## config.mk

```make
export PLATFORM = sky130hd
export DESIGN_NAME = pc_fetch_unit
export DESIGN_NICKNAME = d
export VERILOG_FILES = /design/src/rtl/pc_fetch_unit_pkg.sv /design/src/rtl/pc_btb.sv /design/src/rtl/pc_fetch_unit.sv
export SDC_FILE = /design/constraint.sdc
export NUM_CORES = 1
export LEC_CHECK = 0
export BUFFER_PORTS_ARGS = -buffer_cell sky130_fd_sc_hd__clkbuf_2
export CAP_MARGIN = 20
export CORE_UTILIZATION = 64
export DETAILED_ROUTE_END_ITERATION = 8
export PLACE_DENSITY = 0.92
export RECOVER_POWER = 100
export SYNTH_ARGS = -nofsm -noshare
export SYNTH_HDL_FRONTEND = slang
export SYNTH_SLANG_ARGS = --single-unit
```

## constraint.sdc

```tcl
create_clock -name clk -period 6.4 [get_ports clk]
set_input_delay 0.96 -clock clk [delete_from_list [all_inputs] [get_ports clk]]
set_output_delay 0.96 -clock clk [all_outputs]
set_load 0.02 [all_outputs]
```

## src/rtl/pc_fetch_unit_pkg.sv

```systemverilog
// Shared types and constants for the PC fetch unit and its branch target buffer.
package pc_fetch_unit_pkg;

  typedef enum logic [1:0] {
    BOOT = 2'b00,
    RUN  = 2'b01,
    TRAP = 2'b10
  } state_e;

  localparam int unsigned INSTR_BYTES = 4;

  // Instruction addresses must be word aligned; a non-zero low pair is illegal.
  function automatic logic is_aligned(input logic [1:0] lsbs);
    return (lsbs == 2'b00);
  endfunction

endpackage

```

## src/rtl/pc_btb.sv

```systemverilog
// Direct-mapped branch target buffer: combinational lookup, single-entry write per clock.
module pc_btb
  import pc_fetch_unit_pkg::*;
#(
  parameter int WIDTH       = 32,
  parameter int BTB_ENTRIES = 8
) (
  input  logic             clk_i,
  input  logic             rst_ni,
  input  logic [WIDTH-1:0] lookup_pc_i,
  output logic             hit_o,
  output logic [WIDTH-1:0] target_o,
  input  logic             upd_valid_i,
  input  logic [WIDTH-1:0] upd_pc_i,
  input  logic [WIDTH-1:0] upd_target_i
);

  localparam int IDX   = $clog2(BTB_ENTRIES);
  localparam int TAG_W = WIDTH - IDX - 2;

  logic [BTB_ENTRIES-1:0] valid_q;
  logic [TAG_W-1:0]       tag_q    [BTB_ENTRIES];
  logic [WIDTH-1:0]       target_q [BTB_ENTRIES];

  logic [IDX-1:0]   rd_idx_s;
  logic [IDX-1:0]   wr_idx_s;
  logic [TAG_W-1:0] rd_tag_s;

  assign rd_idx_s = lookup_pc_i[IDX+1:2];
  assign rd_tag_s = lookup_pc_i[WIDTH-1:IDX+2];
  assign wr_idx_s = upd_pc_i[IDX+1:2];

  // A stored target that is not word aligned can never be fetched, so it reads as a miss.
  assign hit_o    = valid_q[rd_idx_s] && (tag_q[rd_idx_s] == rd_tag_s)
                    && is_aligned(target_q[rd_idx_s][1:0]);
  assign target_o = target_q[rd_idx_s];

  // Valid bits: cleared by reset, set by an update.
  always_ff @(posedge clk_i or negedge rst_ni) begin
    if (!rst_ni) begin
      valid_q <= '0;
    end else if (upd_valid_i) begin
      valid_q[wr_idx_s] <= 1'b1;
    end else begin
      valid_q <= valid_q;
    end
  end

  // Tag and target storage carries no reset; the valid bit guards stale contents.
  always_ff @(posedge clk_i) begin
    if (upd_valid_i) begin
      tag_q[wr_idx_s]    <= upd_pc_i[WIDTH-1:IDX+2];
      target_q[wr_idx_s] <= upd_target_i;
    end
  end

endmodule

```

## src/rtl/pc_fetch_unit.sv

```systemverilog
// Fetch-address generator: BOOT/RUN/TRAP sequencing, redirect/stall/BTB next-PC selection.
module pc_fetch_unit
  import pc_fetch_unit_pkg::*;
#(
  parameter int               WIDTH        = 32,
  parameter logic [WIDTH-1:0] RESET_VECTOR = 32'h0000_0000,
  parameter int               BTB_ENTRIES  = 8
) (
  input  logic             clk,
  input  logic             rst,
  input  logic             stall,
  input  logic             redirect_valid,
  input  logic [WIDTH-1:0] redirect_target,
  input  logic             btb_upd_valid,
  input  logic [WIDTH-1:0] btb_upd_pc,
  input  logic [WIDTH-1:0] btb_upd_target,
  output logic [WIDTH-1:0] PC,
  output logic [WIDTH-1:0] PC_plus_4,
  output logic             pc_valid,
  output logic             pred_taken,
  output logic             trap_misaligned
);

  state_e           state_q, state_d;
  logic [WIDTH-1:0] pc_q, pc_d;
  logic [WIDTH-1:0] pc_plus4_s;
  logic             btb_hit_s;
  logic [WIDTH-1:0] btb_target_s;
  logic             redir_ok_s;

  pc_btb #(
    .WIDTH       (WIDTH),
    .BTB_ENTRIES (BTB_ENTRIES)
  ) u_btb (
    .clk_i        (clk),
    .rst_ni       (rst),
    .lookup_pc_i  (pc_q),
    .hit_o        (btb_hit_s),
    .target_o     (btb_target_s),
    .upd_valid_i  (btb_upd_valid),
    .upd_pc_i     (btb_upd_pc),
    .upd_target_i (btb_upd_target)
  );

  assign pc_plus4_s = pc_q + WIDTH'(INSTR_BYTES);
  assign redir_ok_s = is_aligned(redirect_target[1:0]);

  // Next-state and next-PC selection; a misaligned redirect never changes the PC.
  always_comb begin
    state_d = state_q;
    pc_d    = pc_q;
    case (state_q)
      BOOT: begin
        state_d = RUN;
      end
      RUN: begin
        if (redirect_valid) begin
          if (redir_ok_s) begin
            pc_d = redirect_target;
          end else begin
            state_d = TRAP;
          end
        end else if (stall) begin
          pc_d = pc_q;
        end else if (btb_hit_s) begin
          pc_d = btb_target_s;
        end else begin
          pc_d = pc_plus4_s;
        end
      end
      TRAP: begin
        if (redirect_valid && redir_ok_s) begin
          pc_d    = redirect_target;
          state_d = RUN;
        end else begin
          pc_d = pc_q;
        end
      end
      default: begin
        state_d = BOOT;
        pc_d    = RESET_VECTOR;
      end
    endcase
  end

  // State and PC registers.
  always_ff @(posedge clk or negedge rst) begin
    if (!rst) begin
      state_q <= BOOT;
      pc_q    <= RESET_VECTOR;
    end else begin
      state_q <= state_d;
      pc_q    <= pc_d;
    end
  end

  assign PC              = pc_q;
  assign PC_plus_4       = pc_plus4_s;
  assign pc_valid        = (state_q == RUN);
  assign pred_taken      = (state_q == RUN) && btb_hit_s;
  assign trap_misaligned = (state_q == TRAP);

endmodule

```

==> results.toml <==
[run_status]
status = "finished, violations left"
violations = "capacitance limit, slew limit"

[run]
maxCapViolCount = 16

[sta]
setup_ws_ns = 0.445
finalSetupViolations = 0
fmax_ghz = 0.168
slew_headroom_pct = -203
drv_slew = 603
tightest_slew_ns = 4.54
period_share_pct = 93.0
rsz0062_at_grt = "false"
min_period_ns = 5.95
holdWs_ns = 0.486
fin_setup_tns_ns = 0
final_hold_viol_count = 0
fin_skew_ns = 0.0186

[critical_path]
slowest_delay_ns = 1.07
crit_chain = "clkbuf_2 -> mux4_2 -> mux2i_1 -> xnor2_1 -> a21o_1 -> or4_1 -> nor4b_1 -> clkbuf_1"
crit_family = "simple AND/OR/NAND/NOR gates"
ff2ff_setup_slack_ns = 0.60
crit_buf_inv = 2
crit_required_ns = 5.44
critPathLaunchType = "flop"
endpoint_kind = "output pin"
critPathKind = "flop to output pin"
arrival_ns = 4.99
cpMaxStageDelayCell = "dfrtp_4"
path_max_fanout = 63

[synth]
synth.area.mux_share_pct = 14.8
synth_xor_area_share_pct = 2.05
yosys_warnings = 0
syn-num-nets = 1245
synth_area_um2 = 21000
synth_top_family_by_area = "multiplexers"
yosysSeqAreaShare_pct = 72.7
ys_types = 47
synthCells = 1139
syn_avg_cell_area_um2 = 18.4
synth_compound_area_share_pct = 3.56
synth_flop_cell = "edfxtp_1"
synth-simple-area-share_pct = 4.89
ys_async_sr_fraction_pct = 8.17
synth.ff_latch_count = 514
synth_fa_ha_area_share_pct = 0.299
synth-edff-count = 472

[detailed_routing]
firstDrtPassIters = 6
drt-initial-drc-count = 1711
via_per_inst = 7.00
wl_per_cell_um = 30.2
vias = 12500
wirelength_um = 53900
ant_nets = 0
post-route-drc-count = 0

[pwr]
power_uw = 9440
pwr-share-seq_pct = 45.0
leakage_uw = 0.00748
pwr-share-clk_pct = 30.1
p_comb_share_pct = 24.9
switching_share_pct = 31.8
intPower_uw = 6440
p_switching_uw = 3000
vdd_ir_drop_max_uv = 292
pwr_density_cell_nw_per_um2 = 401

[global_routing]
antenna_found_initial = 2
track_usage_pct = 33.0
grt_pass1_vias = 12500
grt_pass1_wl_um = 79200
grt_max_degree = 64
grt-ovfl-total = 0

[floorplanning]
rows = 65
die_y_um = 183
core_area_um2 = 31900
io_pins = 168
start_util_pct = 65.7
fp.dieW_um = 183
die_area_um2 = 33500

[place]
placed_cell_area_um2 = 22200
dp_slack_ns = 1.41
routabilityCongestion = 0.862
dp_hpwl_um = 30400
io_buffers = 165

[clock_network]
path_clk_slew_ns = 0.06
cts_buffers = 49
post_cts_resized = 0
cts-root-buf = "clkbuf_16"
cts-htree-levels = 2
holdBufCountCts = 0
cts_max_path_buffers = 3
insertion_delay_ns = 0.56
cts_tree = "done"
cts.sinks = 514
postCtsSetupBuffers = 0

[finish]
nets = 1413
final_cell_mix = "edfxtp_1, clkbuf_1, mux4_2"
drive_above_1_share_pct = 18.6
areaGrowthSynthToFinish_pct = 12.5
layout_commonest_cell = "edfxtp_1"
stdcell_area_um2 = 23600

[min_path]
hp-class = "flop to flop"
==> metrics by stage <==
step / cells / util (%)
after detailed placement: 1691 / 69.7
after global routing: 1784 / 73.9
after global placement: 1690 / 69.7
final: 1784 / 73.9
after floorplan: 1139 / -
after CTS: 1783 / 74.7
==> logic make-up (layout without fill, tap and decap cells) <==
group | Yosys count | count (layout)
AOI/OAI and AO/OA | 125 | 125
xor gates and xnor gates | 49 | 49
adders and majority gates | 5 | 5
buffers and inverters | 75 | 284
DFF | 514 | 514
muxes | 177 | 177
other | 0 | 1
and+or+nand+nor | 194 | 194
==> final timing paths <==
path	start	endpoint	depth (start not counted)
worst max register to register	PC[3]	PC[25]	9
min in group asynchronous	rst	state_q[0]	2
worst max-delay path	PC[3]	pred_taken	8
worst min-delay path	u_btb.valid_q[2]	u_btb.valid_q[2]	1
max in group asynchronous	rst	PC[2]	2
worst min register to register	u_btb.valid_q[2]	u_btb.valid_q[2]	1
==> final cells by class <==
cell class / instances / area, µm²
Sequential cell: 514 / 15200
Fill cell: 1819 / 8310
Multi-Input combinational cell: 550 / 5390
Clock buffer: 69 / 1380
Timing Repair Buffer: 186 / 791
Tap cell: 435 / 544
Clock inverter: 23 / 200
Inverter: 6 / 22.5
Antenna cell: 1 / 2.50
==> registers in the layout (all words and copies together), names as in the netlist <==
register and flops:
PC 32, state_q 2, u_btb.tag_q 216, u_btb.target_q 256
u_btb.valid_q 8
==> power by group through the flow <==
stage / registers, µW / clock network (µW) / logic [µW]
finish: 4250 / 2840 / 2350
global route: 4260 / 2960 / 2470
CTS: 4230 / 2850 / 2330
detailed placement: 4290 / 0 / 2260
global placement: 4270 / 0 / 2170
floorplan: 4100 / 0 / 1680
==> cells in the mapped netlist (3+ instances only) <==
| cell type | n | area (µm²) |
|---|---|---|
| buf_6 | 5 | 56.3 |
| and2_1 | 3 | 18.8 |
| xor2_1 | 13 | 114 |
| or4_1 | 5 | 37.5 |
| nand2_1 | 17 | 63.8 |
| or2_2 | 10 | 62.6 |
| nand2b_1 | 6 | 37.5 |
| mux2i_1 | 70 | 701 |
| nand4_1 | 9 | 56.3 |
| buf_2 | 12 | 60.1 |
| dfrtp_1 | 42 | 1050 |
| mux4_2 | 107 | 2410 |
| o21a_1 | 4 | 30.0 |
| ha_1 | 5 | 62.6 |
| or3_1 | 32 | 200 |
| and3_1 | 6 | 37.5 |
| buf_1 | 13 | 48.8 |
| inv_1 | 5 | 18.8 |
| clkbuf_1 | 33 | 124 |
| a31oi_1 | 30 | 188 |
| a21oi_1 | 63 | 315 |
| o21ai_0 | 4 | 20.0 |
| nor2b_1 | 4 | 25.0 |
| edfxtp_1 | 472 | 14200 |
| a22o_1 | 4 | 35.0 |
| a21o_1 | 5 | 37.5 |
| buf_4 | 6 | 45.0 |
| nor2_1 | 34 | 128 |
| nor3_1 | 19 | 95.1 |
| a22oi_1 | 4 | 30.0 |
| xnor2_1 | 36 | 315 |
| nand3_1 | 43 | 215 |
==> routing by layer <==
layer  wire [µm]  share of wire (%)  global-route usage (%)  vias up
li1            -                  -                       -     4942
met1       18200                 34                    43.4     6196
met2       26600                 49                    53.9     1164
met3        6640                 12                    7.03      187
met4        2400                4.4                    14.4        2
met5          13              0.024                       0        -
Note: power is estimated with default switching activity, not from simulation.
